==> src/rtl/ifetch.sv <==
// Instruction fetch stage: issues one-at-a-time word fetches at the current PC and buffers
// {pc, inst} pairs in a small prefetch FIFO for decode; a branch flushes buffer and in-flight data.
module ifetch #(
    parameter int DEPTH = 2
) (
    input  logic        clk,
    input  logic        rst_n,
    input  logic [31:0] i_pc,
    input  logic        i_branch,
    output logic        o_pc_step,
    output logic        o_imem_req,
    output logic [31:0] o_imem_addr,
    input  logic        i_imem_gnt,
    input  logic        i_imem_rvalid,
    input  logic [31:0] i_imem_rdata,
    output logic        o_inst_valid,
    output logic [31:0] o_inst,
    output logic [31:0] o_inst_pc,
    input  logic        i_inst_ready
);

    localparam int PW = (DEPTH > 1) ? $clog2(DEPTH) : 1;
    localparam int CW = $clog2(DEPTH) + 1;

    typedef enum logic [1:0] {
        FETCH,
        WAIT,
        DISCARD
    } state_t;

    state_t        state;
    state_t        state_nxt;
    logic [CW-1:0] count;
    logic [PW-1:0] rptr;
    logic [PW-1:0] wptr;
    logic [PW-1:0] rptr_inc;
    logic [31:0]   mem_pc   [DEPTH];
    logic [31:0]   mem_inst [DEPTH];
    logic [31:0]   pend_addr;
    logic          room;
    logic          req;
    logic          push;
    logic          pop;

    assign room         = (count < CW'(DEPTH));
    assign o_inst_valid = (count != '0);
    assign pop          = o_inst_valid && i_inst_ready;
    assign rptr_inc     = rptr + PW'(1);
    assign o_imem_req   = req;
    assign o_imem_addr  = i_pc;
    assign o_pc_step    = (req && i_imem_gnt) || i_branch;

    always_comb begin
        state_nxt = state;
        req       = 1'b0;
        push      = 1'b0;
        case (state)
            FETCH: begin
                req = !i_branch && room;
                if (req && i_imem_gnt) state_nxt = WAIT;
            end
            WAIT: begin
                if (i_imem_rvalid) begin
                    push      = !i_branch;
                    state_nxt = FETCH;
                end else if (i_branch) begin
                    state_nxt = DISCARD;
                end
            end
            DISCARD: begin
                // the response of the flushed fetch is still owed; swallow it before refetching
                if (i_imem_rvalid) state_nxt = FETCH;
            end
            default: state_nxt = FETCH;
        endcase
    end

    always_ff @(posedge clk or negedge rst_n) begin
        if (!rst_n) begin
            state     <= FETCH;
            pend_addr <= '0;
        end else begin
            state <= state_nxt;
            if (req && i_imem_gnt) pend_addr <= i_pc;
        end
    end

    always_ff @(posedge clk or negedge rst_n) begin
        if (!rst_n) begin
            count     <= '0;
            rptr      <= '0;
            wptr      <= '0;
            o_inst    <= '0;
            o_inst_pc <= '0;
            for (int unsigned i = 0; i < DEPTH; i++) begin
                mem_pc[i]   <= '0;
                mem_inst[i] <= '0;
            end
        end else if (i_branch) begin
            count <= '0;
            rptr  <= '0;
            wptr  <= '0;
        end else begin
            if (push) begin
                mem_pc[wptr]   <= pend_addr;
                mem_inst[wptr] <= i_imem_rdata;
                wptr           <= wptr + PW'(1);
            end
            if (pop) rptr <= rptr_inc;
            case ({push, pop})
                2'b10:   count <= count + CW'(1);
                2'b01:   count <= count - CW'(1);
                default: count <= count;
            endcase
            // head registers track the entry that will sit at rptr next cycle, held when empty
            if (pop) begin
                if (count == CW'(1)) begin
                    if (push) begin
                        o_inst    <= i_imem_rdata;
                        o_inst_pc <= pend_addr;
                    end
                end else begin
                    o_inst    <= mem_inst[rptr_inc];
                    o_inst_pc <= mem_pc[rptr_inc];
                end
            end else if (count == '0 && push) begin
                o_inst    <= i_imem_rdata;
                o_inst_pc <= pend_addr;
            end
        end
    end

endmodule
==> config.mk <==
export PLATFORM = sky130hd
export DESIGN_NAME = ifetch
export DESIGN_NICKNAME = d
export VERILOG_FILES = /design/src/rtl/ifetch.sv
export SDC_FILE = /design/constraint.sdc
export NUM_CORES = 1
export LEC_CHECK = 0
export BUFFER_PORTS_ARGS = -buffer_cell sky130_fd_sc_hd__buf_2
export CORE_ASPECT_RATIO = 0.8
export CORE_MARGIN = 1.5
export CORE_UTILIZATION = 61
export DETAILED_ROUTE_END_ITERATION = 6
export PLACE_DENSITY = 0.85
export SETUP_SLACK_MARGIN = 0.05
export SYNTH_ARGS = -nofsm -noshare
export SYNTH_HDL_FRONTEND = slang
export SYNTH_SLANG_ARGS = --single-unit
export TNS_END_PERCENT = 5
==> constraint.sdc <==
create_clock -name clk -period 4 [get_ports clk]
set_input_delay 0.4 -clock clk [delete_from_list [all_inputs] [get_ports clk]]
set_output_delay 0.4 -clock clk [all_outputs]
set_load 0.01 [all_outputs]
==> flow_summary.toml <==
[status]
status = "finished clean"

[setup_path]
worstPathArrival_ns = 2.18
r2r_end = "mem_pc[34]$_DFFE_PN0P_"
cp.required_ns = 3.60
start_kind = "flip-flop"
worstReg2RegStart = "state[0]$_DFFE_PN0P_"
worstRegToRegCells = 5
crit_start = "count[1]$_DFFE_PN0P_"
r2r_setup_slack_ns = 1.71
crit_fanout = 34
end_kind = "output pin"
crit_type = "flip-flop to output pin"

[timing]
fin_tns_setup_ns = 0
relSlewSlack_pct = 39.6
finalCriticalPeriod_ns = 2.58
skew_ns = 0.0142
slew_violations = 0
tightest_slew_ns = 0.903
rsz0062_at_grt = "no"
setup_violations = 0
fin_crit_sh_pct = 64.4
finalHoldViolCount = 0
fmax_ghz = 0.388
layout_setup_ws_ns = 1.42

[cts]
ctsHtreeMaxLevel = 1
cts_tree = "yes"
cts_made_buffers = 23
clk_pin_slew_ns = 0.06
clk_latency_ns = 0.50
root_buffer = "clkbuf_16"
ctsResizeCount = 0
cts.sinks = 230
ctsLongestPathBuffers = 3

[final_layout]
fin_nets = 1028
syn_to_final_growth_pct = 14.2
layout-drive-gt1-share_pct = 39.4
utilization_pct = 70.9
final_cell_mix = "dfrtp_1 (229), buf_2 (167), mux2i_1 (128)"
final_common_cell = "dfrtp_1"
fill_cells = 1192

[power_and_ir_drop]
clkPwrFrac_pct = 24.2
sequentialPowerShare_pct = 43.2
swShare_pct = 32.5
p_sw_mw = 2.98
p_leak_nw = 6.28
powerDensity_nw_per_um2 = 749
power.internal_mw = 6.19
p_comb_share_pct = 32.6
peakVddDrop_mv = 0.428

[hold_path]
holdPathStages = 2
hold_class = "input pin to flip-flop"
hp-start = "i_imem_rvalid"
min_to = "state[1]$_DFFE_PN0P_"

[job]
maxCapViolCount = 0

[routing]
drt_iter0_markers = 328
drt_pre_antenna_iters = 4
wire_per_inst_um = 17.0
dr_total_vias = 6377
wl_um = 20300
via_per_inst = 5.33
ant_nets = 0
drc_errors = 0

[floorplanning]
start_util_pct = 62.0
std_cell_rows = 43
die_width_um = 151
fp.dieH_um = 122
io_pins = 169
core_area_um2 = 17300
dieArea_um2 = 18400

[grt]
grt_pass1_wl_um = 33800
grt_max_degree = 112
grt_pass1_vias = 6609
overflow = 0
antenna_found_initial = 2
grt_util_all_layers_pct = 23.2

[yosys]
synth_area_um2 = 10700
ys.warnings.count = 0
syn-num-nets = 900
synth_cells = 827
synth_async_sr_flop_share_pct = 100
ys.flop_type = "dfrtp_1"
synth_edf_count = 0
avgSynthCellArea_um2 = 13.0
synth_cell_type_count = 29
synth-seq-area-share_pct = 53.7
synth_seq_cells = 230

[placed_design]
gp_congestion = 0.750
post-place-ws_ns = 1.62
io_buffers = 168
dpl.hpwl_um = 12900
## cells in the mapped netlist (2+ instances only)
master	instances	area, um^2
dfrtp_1	230	5760
mux2i_1	128	1280
mux2_2	96	1080
nand2_1	69	259
inv_1	68	255
o21ai_0	64	320
mux2_4	60	901
buf_4	32	240
buf_6	19	214
clkbuf_1	15	56.3
buf_2	11	55.1
nor2_1	7	26.3
mux2_1	5	56.3
a21oi_1	3	15.0
ha_1	3	37.5
xnor2_1	3	26.3
nor2b_1	2	12.5
## layer usage
layer	vias up	GRT usage [%]	share of wire [%]
met2	141	37.2	46
met3	23	3.90	4.2
li1	3008	-	-
met5	-	0	0.064
met4	2	4.31	1.4
met1	3203	33.8	48
## worst max-delay path, stage by stage, from the launching register on
cell	delay [ns]
dfrtp_1	0.43
nor4_4	0.29
nand2_2	0.56
nand2b_1	0.24
buf_2	0.16
## state kept, by name, indices dropped and copies added, names as in the netlist
| name | flops |
|---|---|
| state | 2 |
| o_inst | 32 |
| wptr | 1 |
| o_inst_pc | 32 |
| mem_inst | 64 |
| rptr | 1 |
| count | 2 |
| pend_addr | 32 |
| mem_pc | 64 |
## repair_timing
item                       CTS  global route
hold endpoints to repair    11             0
hold buffers                 1             0
setup endpoints to repair    0             0
buffers inserted             0             0
## cell type report
| cell class | count | area [um^2] | share of cell area [%] |
|---|---|---|---|
| antenna | 1 | 2.50 | 0.0204 |
| sequential | 230 | 5760 | 47.1 |
| timing repair buffer | 180 | 993 | 8.12 |
| inverter | 68 | 255 | 2.09 |
| clock buffer | 34 | 697 | 5.70 |
| multi-input combinational | 452 | 4150 | 33.9 |
| clock inverter | 7 | 95.1 | 0.777 |
| tap | 225 | 282 | 2.30 |
## stage by stage
stage	std cells	area (um^2)	total power, mW	hold WS, ns
2_1_floorplan	827	10700	6.05	0.104
3_3_place_gp	1154	11400	6.82	0.467
3_5_place_dp	1154	11400	6.98	0.477
4_1_cts	1196	12200	9.24	0.113
5_1_grt	1196	12200	9.78	0.119
6_report	1197	12200	9.17	0.125
## cells by family after synthesis
logic type	count (synthesis)	share of synthesized area (%)
mux	289	31.0
fa+ha+maj	3	0.350
simple gates	87	3.70
xor+xnor	4	0.327
flops	230	53.7
compound gates	69	3.25
buf+inv	145	7.66
## worst max-delay path by stage
stage / to / slack, ns
after detailed placement: mem_pc[41]$_DFFE_PN0P_ / 1.62
after floorplan: o_inst[22]$_DFFE_PN0P_ / 2.19
after CTS: o_pc_step / 1.39
after global routing: o_pc_step / 1.20
after global placement: mem_pc[31]$_DFFE_PN0P_ / 1.67
final: o_pc_step / 1.42
## power groups by stage
| stage | registers [mW] | logic, mW | clock network, mW |
|---|---|---|---|
| 3_5_place_dp | 3.98 | 3.01 | 0 |
| 6_report | 3.96 | 2.99 | 2.22 |
| 4_1_cts | 3.96 | 3.03 | 2.26 |
| 5_1_grt | 4.09 | 3.33 | 2.36 |
| 2_1_floorplan | 3.95 | 2.09 | 0 |
| 3_3_place_gp | 3.93 | 2.89 | 0 |
Power figures use the tool's default switching activity.
